`src/rtl/add_arb_seq.sv`:
```
// add_arb_seq: two-requester round-robin adder using one shared 8-bit slice, one byte per cycle
module add_arb_seq #(
  parameter int NBYTES = 4
) (
  input  logic                clk,
  input  logic                rst_n,
  input  logic                req0_valid,
  output logic                req0_ready,
  input  logic [8*NBYTES-1:0] req0_a,
  input  logic [8*NBYTES-1:0] req0_b,
  input  logic                req0_cin,
  input  logic                req1_valid,
  output logic                req1_ready,
  input  logic [8*NBYTES-1:0] req1_a,
  input  logic [8*NBYTES-1:0] req1_b,
  input  logic                req1_cin,
  output logic                res_valid,
  input  logic                res_ready,
  output logic [8*NBYTES-1:0] res_sum,
  output logic                res_cout,
  output logic                res_id,
  output logic                busy
);
  localparam int W  = 8 * NBYTES;
  localparam int IW = NBYTES > 1 ? $clog2(NBYTES) : 1;
  typedef enum logic [1:0] {IDLE, RUN, DONE} state_t;
  state_t          state, state_nx;
  logic            ptr, g, acc, carry, last;
  logic [IW-1:0]   idx;
  logic [W-1:0]    a_r, b_r;
  logic [8:0]      slice;
  assign g          = req0_valid && req1_valid ? ptr : req1_valid;
  assign req0_ready = state == IDLE && !g;
  assign req1_ready = state == IDLE && g;
  assign acc        = (req0_valid && req0_ready) || (req1_valid && req1_ready);
  assign last       = idx == IW'(NBYTES - 1);
  assign slice      = {1'b0, a_r[8*idx +: 8]} + {1'b0, b_r[8*idx +: 8]} + {8'd0, carry};
  assign res_valid  = state == DONE;
  assign busy       = state != IDLE;
  always_comb begin
    state_nx = state;
    state_nx = state == IDLE ? (acc ? RUN : IDLE) :
               state == RUN  ? (last ? DONE : RUN) :
                               (res_ready ? IDLE : DONE);
  end
  always_ff @(posedge clk or negedge rst_n) begin
    if (!rst_n) begin
      state    <= IDLE;
      ptr      <= 1'b0;
      idx      <= '0;
      carry    <= 1'b0;
      a_r      <= '0;
      b_r      <= '0;
      res_sum  <= '0;
      res_cout <= 1'b0;
      res_id   <= 1'b0;
    end else begin
      state <= state_nx;
      if (acc) begin
        a_r    <= g ? req1_a : req0_a;
        b_r    <= g ? req1_b : req0_b;
        carry  <= g ? req1_cin : req0_cin;
        res_id <= g;
        idx    <= '0;
        ptr    <= !g;
      end else if (state == RUN) begin
        res_sum[8*idx +: 8] <= slice[7:0];
        carry               <= slice[8];
        idx                 <= idx + IW'(1);
        if (last) res_cout <= slice[8];
      end
    end
  end
endmodule

```
`config.mk`:
```
export PLATFORM = sky130hd
export DESIGN_NAME = add_arb_seq
export DESIGN_NICKNAME = d
export VERILOG_FILES = /design/src/rtl/add_arb_seq.sv
export SDC_FILE = /design/constraint.sdc
export NUM_CORES = 1
export LEC_CHECK = 0
export ABC_AREA = 0
export BUFFER_PORTS_ARGS = -buffer_cell sky130_fd_sc_hd__buf_2
export CAP_MARGIN = 20
export CORE_MARGIN = 3
export CORE_UTILIZATION = 54
export DETAILED_ROUTE_END_ITERATION = 10
export HOLD_SLACK_MARGIN = 0.08
export PLACE_DENSITY = 0.91
export SYNTH_ARGS = -nofsm -noshare
export SYNTH_HDL_FRONTEND = slang
export SYNTH_SLANG_ARGS = --single-unit
export TNS_END_PERCENT = 30
```
`constraint.sdc`:
```
create_clock -name clk -period 4.8 [get_ports clk]
set_clock_uncertainty 0.2 [all_clocks]
set_input_delay 0.96 -clock clk [delete_from_list [all_inputs] [get_ports clk]]
set_output_delay 0.96 -clock clk [all_outputs]
set_load 0.01 [all_outputs]
```
---- Yosys cells after proc, flatten, opt, wreduce, memory -nomap -nowiden ----
Index checks and enable logic that the tools add are counted.
cells by class
  add/sub/neg operators ................... 4
  muxes and demuxes ....................... 14
  reductions and logical operators ........ 12
  equal/unequal tests ..................... 3
  shifts and indexed selects .............. 4
  bitwise gates (word level) .............. 1
operators with widths
  operator                 count
  $mux 32                  2
  $shiftx 32x6->8          2
  $neg 5->34               1
  $shift 8x34->32 const A  1
  $shiftx 8x34->32         1
  $bwmux 32                1
  $mux 2                   6
  $add 8x8->9              1
  $add 9x1->9              1
  $logic_and 1x1->1        5
  $mux 1                   5
  $eq 2x2->1 const B       2
  $reduce_bool 2->1        2
  $reduce_and 3->1         1
  $add 2x1->2 const B      1
  $eq 2x1->1 const B       1
  $logic_not 2->1          1
  $reduce_and 2->1         1
  $logic_not 1->1          1
  $logic_or 1x1->1         1
  $not 1->1                1
storage, ports and cells
  register bits ........................... 104
  input bits .............................. 135
  output and inout bits ................... 38

---- Logic depth before layout (Yosys ltp) ----
  word-level depth ........................ 8
  depth in mapped cells ................... 11
  mapped depth without buffers ............ 9

---- Worst setup path after synthesis ----
No wires, ideal clock.
  path type ............................... reg2reg
  start point ............................. register idx[0]
  end point ............................... register res_sum[14]
  clock period less this slack ............ 2,933 ps
  stages on the path, launching flop included .. 10
  path slack .............................. 1,867 ps
  data required time ...................... 4,479 ps
  arrival time ............................ 2,612 ps
  path buffers ............................ 1
  path through ............................ dfrtp_1 > buf_2 > mux4_2 > fa_1 > inv_1 > fa_1 > nor2b_1 > o211ai_1 > o211ai_1 > a22o_1
on the way
  cells in the longest elaborated chain, start to end .. 5
  elaborated cells between the ends (all ways) .. 8
RTL lines
  what                             RTL line  text
  from (decl)                      29        logic [IW-1:0] idx;
  from (signal assigned)           69        idx <= idx + IW'(1);
  $shiftx 32x6->8                  37        assign slice = {1'b0, a_r[8*idx +: 8]} + {1'b0, b_r[8*idx +: 8]} + {8'd0, carry};
  $add 8x8->9                      37
  $add 9x1->9                      37
  $shiftx 8x34->32                 67        res_sum[8*idx +: 8] <= slice[7:0];
  $bwmux 32 (*)                    67
  to (signal, indexed assignment)  67
  to (decl)                        19        output logic [8*NBYTES-1:0] res_sum,
Every way passes the cells marked *; elsewhere a longest branch is shown, timed or not.
A chain may end at the register's enable or synchronous reset.

---- Final worst setup path ----
  start point ............................. input port req0_valid
  end point ............................... output port req1_ready
on the way
  cells in the longest elaborated chain, start to end .. 3
RTL lines
  what               RTL line  text
  from (decl)        7         input logic req0_valid,
  $logic_and 1x1->1  32        assign g = req0_valid && req1_valid ? ptr : req1_valid;
  $mux 1             32
  $logic_and 1x1->1  34        assign req1_ready = state == IDLE && g;
  to (decl)          13        output logic req1_ready,
Every way passes these cells.

==> metrics <==
run status complete, no violations; max-capacitance violation count 0; critical path endpoint category output pin; Port Buf Inserts 172; critical path data arrival time between 2 and 2.5 ns; share of the yosys chip area belonging to registers between 50 and 60%; number of antenna violations at the first check in global routing 0; total of endpoints with negative setup slack in the final report 0; f_max a little under 300 MHz; H-tree lvl count 3; worst slack at placement roughly 1.4 ns; placeable core area 8850 sq um; via count of the first global-routing pass around 4300; # clock sinks 104; I/O pin total 173; full die area roughly 10000 sq um; critical path type in -> out; final-report hold violation count 0; category of the worst setup path launch point input pin; number of nets in the synthesized netlist between 500 and 600; layout cell share with drive strength beyond 1 between 30% and 40%; RSZ-0062 raised after global routing no; share of power burned in the clock network roughly 15%; crit-path most repeated cell sky130_fd_sc_hd__buf_2; CP bufs+invs 4; final-layout fill cell count between 600 and 700; share of total power in sequential cells around 33%; WL/cell about 19 microns; setup total negative slack 0 ns; Critical Path Slowest Stage Cell sky130_fd_sc_hd__o21ai_4; highest metal layer with signal wires met4; number of flops mapped to enable cells by yosys 0; required time reported for the critical path endpoint roughly 3.6 ns; width of the die 102 microns; wire length of the first global-routing pass ~21000 microns; post-CTS sizing 0; slew at the pin closest to its max-slew limit slightly above 1 ns; met3 routed wirelength a little under 1000 microns; # Post-CTS Setup Buffers 0; number of nets with antenna violations after detailed routing 0; met1 routed wirelength after detailed routing 5190 microns; Detail Placement HPWL roughly 10000 microns; wire length on met2 roughly 6700 microns; worst vdd rail ir drop ~370 uV; Static Leakage roughly 3.3 nW; worst-path cell chain buf_2 > inv_2 > o21ai_4 > nor2_4 > buf_4 > buf_2; Combinational Power Share between 50% and 60%; clock-pin slew on the worst setup and hold paths about 0.090 ns; switching portion of total power between 40% and 50%; relative slew slack between 30% and 40%; via-per-instance ratio 6.10; root buf cell sky130_fd_sc_hd__clkbuf_8; netlist area before placement roughly 5000 sq um; total of hold buffers inserted after clock tree synthesis 0; Synth Area per Inst 11.8 sq um; smallest setup slack after layout between 1 and 1.5 ns; Die Y-Extent ~100 microns; number of distinct standard cells referenced by the synthesized netlist 44; initial cell density of the core between 50% and 60%; First-pass DRT Iterations 8; Total GRT Usage about a quarter; insertion delay to the later sink of the worst-skew pair roughly 0.36 ns; fin nets 735; maximum number of pins on one net before global-route repair 66; Synth Register Bits approximately 100; path category of the worst min-delay check reg -> reg; grt ovf 0; fin crit period 3.37 ns; TritonCTS buffer count 9; power density of the placed cells 750 nW/um^2; growth of design area from synthesis to finish 23.6%; post-route DRC violation count 0; TritonCTS clock tree done; internal power of the cells roughly 0.0027 W; final routed wirelength across all metal layers roughly 13000 microns; starting DRC count in detailed routing about 350; top flip-flop cell by instance count after synthesis sky130_fd_sc_hd__dfrtp_1; share of synthesized flip-flops with an asynchronous set or reset 100%; net switching power a little under 0.002 W; Max Buffers Root-to-Sink 2; count of yosys warnings during synthesis 0; RePlAce Congestion slightly below 0.9; number of pins with negative max-slew slack in the final report 0; fraction of the cycle the final worst path needs a little over two thirds; delay contributed by the slowest stage of the critical path 0.49 ns; Synth Instances approximately 420; dominant delay contributor by cell family on the critical path buffers and inverters; via count roughly 4300; antenna diode count 0; placement row count 34; most frequent cells in the layout 171 x sky130_fd_sc_hd__buf_2, 104 x sky130_fd_sc_hd__dfrtp_1, 62 x sky130_fd_sc_hd__inv_1; Crit Path Max Fanout 57; leading cell type in the layout, fill and taps excluded sky130_fd_sc_hd__buf_2
-- through the flow --
step	total power [W]	hold slack (ns)	std cells	util [%]	area, sq um
global placement	0.00380	0.260	682	67.0	5930
CTS	0.00463	0.291	697	69.9	6190
global route	0.00497	0.319	697	69.9	6190
floorplan	0.00321	0.245	424	-	5010
finish	0.00464	0.294	697	69.9	6190
detailed placement	0.00394	0.271	682	67.0	5930
-- state kept, by name, indices dropped and copies added (netlist names) --
signal and cells:
idx 2, b_r 32, res_id 1, ptr 1
carry 1, res_sum 32, a_r 32, res_cout 1
state 2
-- power groups by stage --
stage          clock (W)  combinational (W)  sequential (W)
2_1_floorplan          0            0.00175         0.00146
5_1_grt         0.000724            0.00268         0.00157
3_5_place_dp           0            0.00240         0.00154
3_3_place_gp           0            0.00227         0.00152
6_report        0.000683            0.00243         0.00153
4_1_cts         0.000688            0.00241         0.00153
-- cell families (layout without fill, tap and decap cells) --
kind of cell | Yosys count | in the layout | share of synthesized area [%]
AOI/OAI and AO/OA | 121 | 121 | 20.0
buffers and inverters | 90 | 255 | 7.27
muxes | 28 | 28 | 9.60
adders and majority gates | 15 | 15 | 4.05
and+or+nand+nor | 62 | 62 | 6.37
xor gates and xnor gates | 4 | 4 | 0.700
DFF | 104 | 104 | 52.0
-- synth_stat cells (2+ instances only) --
master / count / area share, %
sky130_fd_sc_hd__xor2_1: 2 / 0.35
sky130_fd_sc_hd__buf_2: 15 / 1.5
sky130_fd_sc_hd__buf_4: 2 / 0.30
sky130_fd_sc_hd__nand3_1: 3 / 0.30
sky130_fd_sc_hd__o21ai_0: 18 / 1.8
sky130_fd_sc_hd__ha_1: 13 / 3.2
sky130_fd_sc_hd__nor2_1: 9 / 0.67
sky130_fd_sc_hd__dfrtp_1: 104 / 52
sky130_fd_sc_hd__a21o_1: 3 / 0.45
sky130_fd_sc_hd__o211ai_1: 3 / 0.45
sky130_fd_sc_hd__a22o_1: 20 / 3.5
sky130_fd_sc_hd__nand2b_1: 2 / 0.25
sky130_fd_sc_hd__nor3_2: 2 / 0.40
sky130_fd_sc_hd__o21ai_1: 11 / 1.1
sky130_fd_sc_hd__or3_1: 2 / 0.25
sky130_fd_sc_hd__mux2i_1: 12 / 2.4
sky130_fd_sc_hd__mux4_2: 16 / 7.2
sky130_fd_sc_hd__clkbuf_1: 9 / 0.67
sky130_fd_sc_hd__a222oi_1: 54 / 11
sky130_fd_sc_hd__a211o_1: 2 / 0.35
sky130_fd_sc_hd__xnor2_1: 2 / 0.35
sky130_fd_sc_hd__nor2b_1: 3 / 0.37
sky130_fd_sc_hd__inv_2: 2 / 0.15
sky130_fd_sc_hd__o21a_1: 2 / 0.30
sky130_fd_sc_hd__a21oi_1: 2 / 0.20
sky130_fd_sc_hd__inv_1: 62 / 4.6
sky130_fd_sc_hd__nand2_4: 2 / 0.45
sky130_fd_sc_hd__nor3_1: 2 / 0.20
sky130_fd_sc_hd__fa_1: 2 / 0.80
sky130_fd_sc_hd__nand2_1: 29 / 2.2
-- final timing paths --
check | end | slack [ns] | start | depth (start not counted)
hold / removal | b_r[31] | 0.29 | b_r[31] | 2
min in group asynchronous | res_sum[26] | 0.48 | rst_n | 1
setup / recovery | req1_ready | 1.43 | req0_valid | 6
max in group asynchronous | b_r[26] | 2.92 | rst_n | 2
hold reg to reg | b_r[31] | 0.29 | b_r[31] | 2
setup reg to reg | res_sum[6] | 1.54 | idx[0] | 8
-- layer usage --
layer	track usage, %	vias to the layer above
met3	4.91	32
met2	42.8	243
li1	-	1926
met4	9.38	0
met5	0	-
met1	34.3	2053
-- worst min-delay path, delay by kind of cell, from the launching register on --
kind | cells | cell delay (ns)
compound gates | 1 | 0.06
flops | 1 | 0.36
simple gates | 1 | 0.05
-- cell type report --
class | count | area (sq um) | area share, %
clock buffers | 9 | 124 | 2.00
repair buffers | 176 | 893 | 14.4
multi-input cells | 230 | 2060 | 33.3
flip-flops and latches | 104 | 2600 | 42.1
well taps | 108 | 135 | 2.18
clock inverters | 6 | 133 | 2.14
inverters | 64 | 240 | 3.88
Note: power is estimated with default switching activity, not from simulation.
